$ cat src/rtl/arb_pkg.sv
// rtl/arb_pkg.sv - shared types and counter widths for the memory port arbiter
//
// Contents:
//   arb_state_t : IDLE (may grant), WAIT (read latency running), RESP (response cycle)
//   arb_owner_t : requester that owns the outstanding read
//   LAT_W       : latency counter width, sized for the largest legal MEM_LATENCY
//   STARVE_W    : starve counter width, sized for the largest legal STARVE_LIMIT
package arb_pkg;

  localparam int MAX_LATENCY = 7;
  localparam int MAX_STARVE  = 15;

  localparam int LAT_W    = $clog2(MAX_LATENCY + 1);
  localparam int STARVE_W = $clog2(MAX_STARVE + 1);

  typedef enum logic [1:0] {
    ARB_IDLE,
    ARB_WAIT,
    ARB_RESP
  } arb_state_t;

  typedef enum logic {
    OWN_IF,
    OWN_LS
  } arb_owner_t;

endpackage

$ cat src/rtl/arb_pick.sv
// rtl/arb_pick.sv - combinational fixed-priority picker with IF starvation guard
//
// Ports:
//   if_req          in  IF requester wants the memory
//   ls_req          in  LS requester wants the memory
//   starve_at_limit in  LS has been granted STARVE_LIMIT times in a row over a waiting IF
//   idle            in  arbiter is able to grant this cycle
//   if_gnt          out IF granted
//   ls_gnt          out LS granted
module arb_pick (
  input  logic if_req,
  input  logic ls_req,
  input  logic starve_at_limit,
  input  logic idle,
  output logic if_gnt,
  output logic ls_gnt
);

  // LS normally wins; once IF has waited through the allowed number of LS
  // grants it is forced in. IF only wins when LS is not granted, so the two
  // grants are mutually exclusive.
  assign ls_gnt = idle & ls_req & ~(if_req & starve_at_limit);
  assign if_gnt = idle & if_req & ~ls_gnt;

endmodule

$ cat src/rtl/mem_port_arbiter.sv
// rtl/mem_port_arbiter.sv - shares one single-ported memory between IF and LS requesters
//
// Ports:
//   clk, rst                      clock, asynchronous active-high reset
//   if_req_i/if_addr_i            IF read request and address
//   if_gnt_o                      IF request accepted this cycle
//   if_rvalid_o/if_rdata_o        IF read response (1-cycle pulse)
//   ls_req_i/ls_we_i              LS request, write (1) or read (0)
//   ls_addr_i/ls_wdata_i          LS address and write data
//   ls_gnt_o                      LS request accepted this cycle
//   ls_rvalid_o/ls_rdata_o        LS read response (1-cycle pulse)
//   mem_addr_o/mem_wdata_o        memory address and write data
//   mem_read_en_o/mem_write_en_o  memory strobes
//   mem_rdata_i                   memory read data, valid MEM_LATENCY cycles after accept
//   busy_o                        arbiter is in WAIT or RESP
module mem_port_arbiter
  import arb_pkg::*;
#(
  parameter int AWIDTH       = 32,
  parameter int DWIDTH       = 32,
  parameter int MEM_LATENCY  = 1,
  parameter int STARVE_LIMIT = 4
) (
  input  logic              clk,
  input  logic              rst,
  input  logic              if_req_i,
  input  logic [AWIDTH-1:0] if_addr_i,
  output logic              if_gnt_o,
  output logic              if_rvalid_o,
  output logic [DWIDTH-1:0] if_rdata_o,
  input  logic              ls_req_i,
  input  logic              ls_we_i,
  input  logic [AWIDTH-1:0] ls_addr_i,
  input  logic [DWIDTH-1:0] ls_wdata_i,
  output logic              ls_gnt_o,
  output logic              ls_rvalid_o,
  output logic [DWIDTH-1:0] ls_rdata_o,
  output logic [AWIDTH-1:0] mem_addr_o,
  output logic [DWIDTH-1:0] mem_wdata_o,
  output logic              mem_read_en_o,
  output logic              mem_write_en_o,
  input  logic [DWIDTH-1:0] mem_rdata_i,
  output logic              busy_o
);

  arb_state_t           state;
  arb_owner_t           owner;
  logic [LAT_W-1:0]     lat_cnt;
  logic [STARVE_W-1:0]  starve;
  logic [AWIDTH-1:0]    addr_q;

  logic idle;
  logic starve_at_limit;
  logic if_gnt;
  logic ls_gnt;
  logic rd_grant;

  // Gate with rst so no grant or strobe leaks out while reset is held.
  assign idle            = (state == ARB_IDLE) && !rst;
  assign starve_at_limit = (starve == STARVE_W'(STARVE_LIMIT));

  arb_pick u_pick (
    .if_req          (if_req_i),
    .ls_req          (ls_req_i),
    .starve_at_limit (starve_at_limit),
    .idle            (idle),
    .if_gnt          (if_gnt),
    .ls_gnt          (ls_gnt)
  );

  // LS writes finish in the grant cycle; only reads need the WAIT/RESP sequence.
  assign rd_grant = if_gnt | (ls_gnt & ~ls_we_i);

  always_ff @(posedge clk or posedge rst) begin
    if (rst) begin
      state   <= ARB_IDLE;
      owner   <= OWN_IF;
      lat_cnt <= '0;
      starve  <= '0;
      addr_q  <= '0;
    end else begin
      case (state)
        ARB_IDLE: begin
          if (if_gnt || !if_req_i) begin
            starve <= '0;
          end else if (ls_gnt && !starve_at_limit) begin
            starve <= starve + 1'b1;
          end
          if (rd_grant) begin
            owner  <= ls_gnt ? OWN_LS : OWN_IF;
            addr_q <= ls_gnt ? ls_addr_i : if_addr_i;
            if (MEM_LATENCY == 1) begin
              state <= ARB_RESP;
            end else begin
              state   <= ARB_WAIT;
              lat_cnt <= LAT_W'(MEM_LATENCY - 1);
            end
          end
        end
        ARB_WAIT: begin
          // Leaving on count 1 lands RESP exactly MEM_LATENCY cycles after accept.
          lat_cnt <= lat_cnt - 1'b1;
          if (lat_cnt == LAT_W'(1)) begin
            state <= ARB_RESP;
          end
        end
        ARB_RESP: state <= ARB_IDLE;
        default:  state <= ARB_IDLE;
      endcase
    end
  end

  always_comb begin
    mem_addr_o     = '0;
    mem_wdata_o    = '0;
    mem_read_en_o  = 1'b0;
    mem_write_en_o = 1'b0;
    if_rvalid_o    = 1'b0;
    if_rdata_o     = '0;
    ls_rvalid_o    = 1'b0;
    ls_rdata_o     = '0;
    if ((state == ARB_WAIT || state == ARB_RESP) && !rst) begin
      // Address and read strobe stay put for the whole outstanding read.
      mem_addr_o    = addr_q;
      mem_read_en_o = 1'b1;
      if (state == ARB_RESP) begin
        if (owner == OWN_LS) begin
          ls_rvalid_o = 1'b1;
          ls_rdata_o  = mem_rdata_i;
        end else begin
          if_rvalid_o = 1'b1;
          if_rdata_o  = mem_rdata_i;
        end
      end
    end else if (ls_gnt) begin
      mem_addr_o = ls_addr_i;
      if (ls_we_i) begin
        mem_write_en_o = 1'b1;
        mem_wdata_o    = ls_wdata_i;
      end else begin
        mem_read_en_o = 1'b1;
      end
    end else if (if_gnt) begin
      mem_addr_o    = if_addr_i;
      mem_read_en_o = 1'b1;
    end
  end

  assign if_gnt_o = if_gnt;
  assign ls_gnt_o = ls_gnt;
  assign busy_o   = (state != ARB_IDLE);

endmodule
$ cat config.mk
export PLATFORM = sky130hd
export DESIGN_NAME = mem_port_arbiter
export DESIGN_NICKNAME = d
export VERILOG_FILES = /design/src/rtl/arb_pkg.sv /design/src/rtl/arb_pick.sv /design/src/rtl/mem_port_arbiter.sv
export SDC_FILE = /design/constraint.sdc
export NUM_CORES = 1
export LEC_CHECK = 0
export ABC_AREA = 1
export ABC_CLOCK_PERIOD_IN_PS = 2200
export BUFFER_PORTS_ARGS = -buffer_cell sky130_fd_sc_hd__buf_2
export CORE_AREA = 2 2 105 107
export DETAILED_ROUTE_END_ITERATION = 16
export DIE_AREA = 0 0 107 109
export PLACE_DENSITY = 0.7
export REMOVE_ABC_BUFFERS = 1
export SETUP_SLACK_MARGIN = 0.4
export SLEW_MARGIN = 5
export SYNTH_ARGS = -nofsm -noshare
export SYNTH_HDL_FRONTEND = slang
export SYNTH_SLANG_ARGS = --single-unit
$ cat constraint.sdc
create_clock -name clk -period 2.2 [get_ports clk]
set_input_delay 0.22 -clock clk [delete_from_list [all_inputs] [get_ports clk]]
set_output_delay 0.22 -clock clk [all_outputs]
set_load 0.02 [all_outputs]
==> results.txt <==
RSZ-0062 raised after global routing = true
die width = 107 microns
# placed instances = 964
clk slew on worst S/H paths = 70 ps
vias in the first global route = 4,133
Final period util = 92.5%
Final #Nets = 988
most common cell in the synthesized netlist = nand2_1
num rows = 38
vias per cell = 4.81
CP Max Fanout = 6
switching pwr = 1130 uW
sequential share of the synthesized area = 29.5%
pin count of the biggest net entering global routing = 39
switching share of power = 38.6%
Peak VDD IR = 0.273 mV
Hold Path Class = primary input to asynchronous set/reset pin
CTS Hold Bufs = 0
Rel. slew slack = 66.2%
worst clock skew = 10.6 ps
GP Congestion = 0.830
Top FF cell, synth = dfrtp_1
Sequential Power Share = 32.0%
setup total negative slack = 0 ps
Root Buffer Master = clkbuf_8
Syn Inst Count = 577
IO buf count = 267
Die Area = 11,700 sq um
Synth async-reset ratio = 100%
Syn. warnings = 0
wire length of the first global-routing pass = 21,300 microns
standby leakage power = 0.00390 uW
CTS Buffer Depth = 2
GRT overflow = 0
Internal = 1800 uW
final wirelength = 15,900 microns
post-route design area = 6270 sq um
final non-filler cell total = 998
CP startpoint kind = register
ANT nets after route = 0
register bit count reported by yosys = 38
PwrDens = 467 nW/um^2
max-slew violations = 0
CP Class = register to output pin
cell taking the most area after synthesis = dfrtp_1
antenna violations before repair = 5
worst-skew pair later-pin latency = 290 ps
Clock Power Share = 20.3%
first-pass detailed-route iteration total = 5
post-synth design cell area = 3220 sq um
worst path required time = 1980 ps
Pwr Total = 2930 uW
TritonCTS clock tree = built
top cells by area, synth = dfrtp_1 30%, nand2_1 27%, nand3_1 16%
Tmin final = 2030 ps
CTS Sinks = 38
Post-synth top cells = 235 x nand2_1, 101 x nor2_1, 100 x nand3_1, 42 x inv_1, 38 x dfrtp_1
hpwl dp = 10,300 microns
Vias = 4,805
syn_area_per_cell = 5.58 sq um
Post-synth EDFFs = 0
Core ar. = 10,600 sq um
share of cells above drive strength 1 = 50.8%
initial core utilization = 30.4%
Distinct cells, synth = 20
Post-Route Utilization = 59.2%
DP Area = 4690 sq um
# IOs = 268
Critical Path Sink Type = output pin
Final Hold Fails = 0
top-area cell type share of the netlist area = 29.5%
Worst Path Arrival = 1810 ps
die height = 109 microns
All-Layer GR Usage = 23.2%
number of CTS-inserted buffers = 5
H-tree depth = 2
Slew @ Worst Pin = 507 ps
DRC Markers = 0
Fmax achieved = 0.492 GHz
status = complete, no violations
Synth-to-Final Area Change = 94.7%
Final setup viols = 0
1st-iter DRT viols = 382
Routed wire per std cell = 15.9 microns
Comb power frac = 47.8%
Max Cap Viol = 0
sequential cells by signal, summed over array words and instances, names as in the netlist:
signal	cells
starve	4
addr_q	32
owner	1
state	1
critical path, cell delays in order (launching register included):
cell       delay, ps
dfrtp_1          390
inv_2             60
ha_4             150
nand2_2           60
inv_2             40
nand2_4           70
nand2_4           70
nand2_4          110
clkinv_8         100
clkbuf_16        190
nand2_4           60
nand3_2           70
buf_6            140
power groups by stage:
stage	Combinational [uW]	Sequential, uW	Clock, uW
detailed placement	984	941	0
global placement	976	941	0
global route	1510	955	639
CTS	1150	933	607
floorplan	589	923	0
finish	1400	936	594
cell families after synthesis:
kind of cell	count (synthesis)	synth area share (%)
buf+inv	86	11.5
fa+ha+maj	2	0.777
compound gates	6	1.01
simple gates	445	57.2
flops	38	29.5
layout make-up:
type | instances | area (sq um)
clock inverters | 1 | 30.0
diodes | 4 | 10.0
fillers | 970 | 4330
repair buffers | 307 | 2280
flip-flops and latches | 38 | 951
well taps | 140 | 175
clock buffers | 7 | 76.3
multi-input cells | 453 | 2540
inverters | 48 | 213
through the flow:
stage          hold WS, ps  worst slack, ps
5_1_grt                151             80.2
2_1_floorplan          201             -960
3_3_place_gp           422              311
3_5_place_dp           432              258
4_1_cts                116              194
6_report               113              166
repair_timing:
| action | CTS | global route |
|---|---|---|
| hold endpoints to repair | 0 | 0 |
| cloned | 3 | 6 |
| gates resized for setup | 135 | 191 |
| setup endpoints to repair | 155 | 147 |
| pin swaps | 1 | 7 |
| buffers inserted | 5 | 8 |
cells in the final DEF (no fill, tap or decap), drive strengths merged:
| cell type | instances |
|---|---|
| o21ai | 2 |
| clkbuf | 13 |
| bufinv | 1 |
| clkinv | 1 |
| nor2 | 104 |
| buf | 301 |
| o21bai | 1 |
| inv | 47 |
| nand3 | 100 |
| dfrtp | 38 |
| a21oi | 3 |
| nand2 | 240 |
| nand3b | 1 |
| diode | 4 |
| ha | 2 |
path summary, 6_finish.rpt:
check	from	endpoint	slack [ps]	cells after the start
worst max-delay path	starve[1]	mem_addr_o[15]	170	12
worst min-delay path	rst	addr_q[13]	110	3
worst max register to register	starve[1]	addr_q[6]	380	12
worst min register to register	addr_q[10]	addr_q[10]	520	2
max in group asynchronous	rst	starve[1]	1730	3
min in group clk	if_addr_i[13]	addr_q[13]	240	5
layer usage:
layer / track usage, % / wire length [microns]
met1: 26.4 / 5770
met4: 7.70 / 448
met3: 4.66 / 1180
met5: 0 / 13
met2: 43.2 / 8490
No activity file was read; power rests on OpenSTA's default activity.
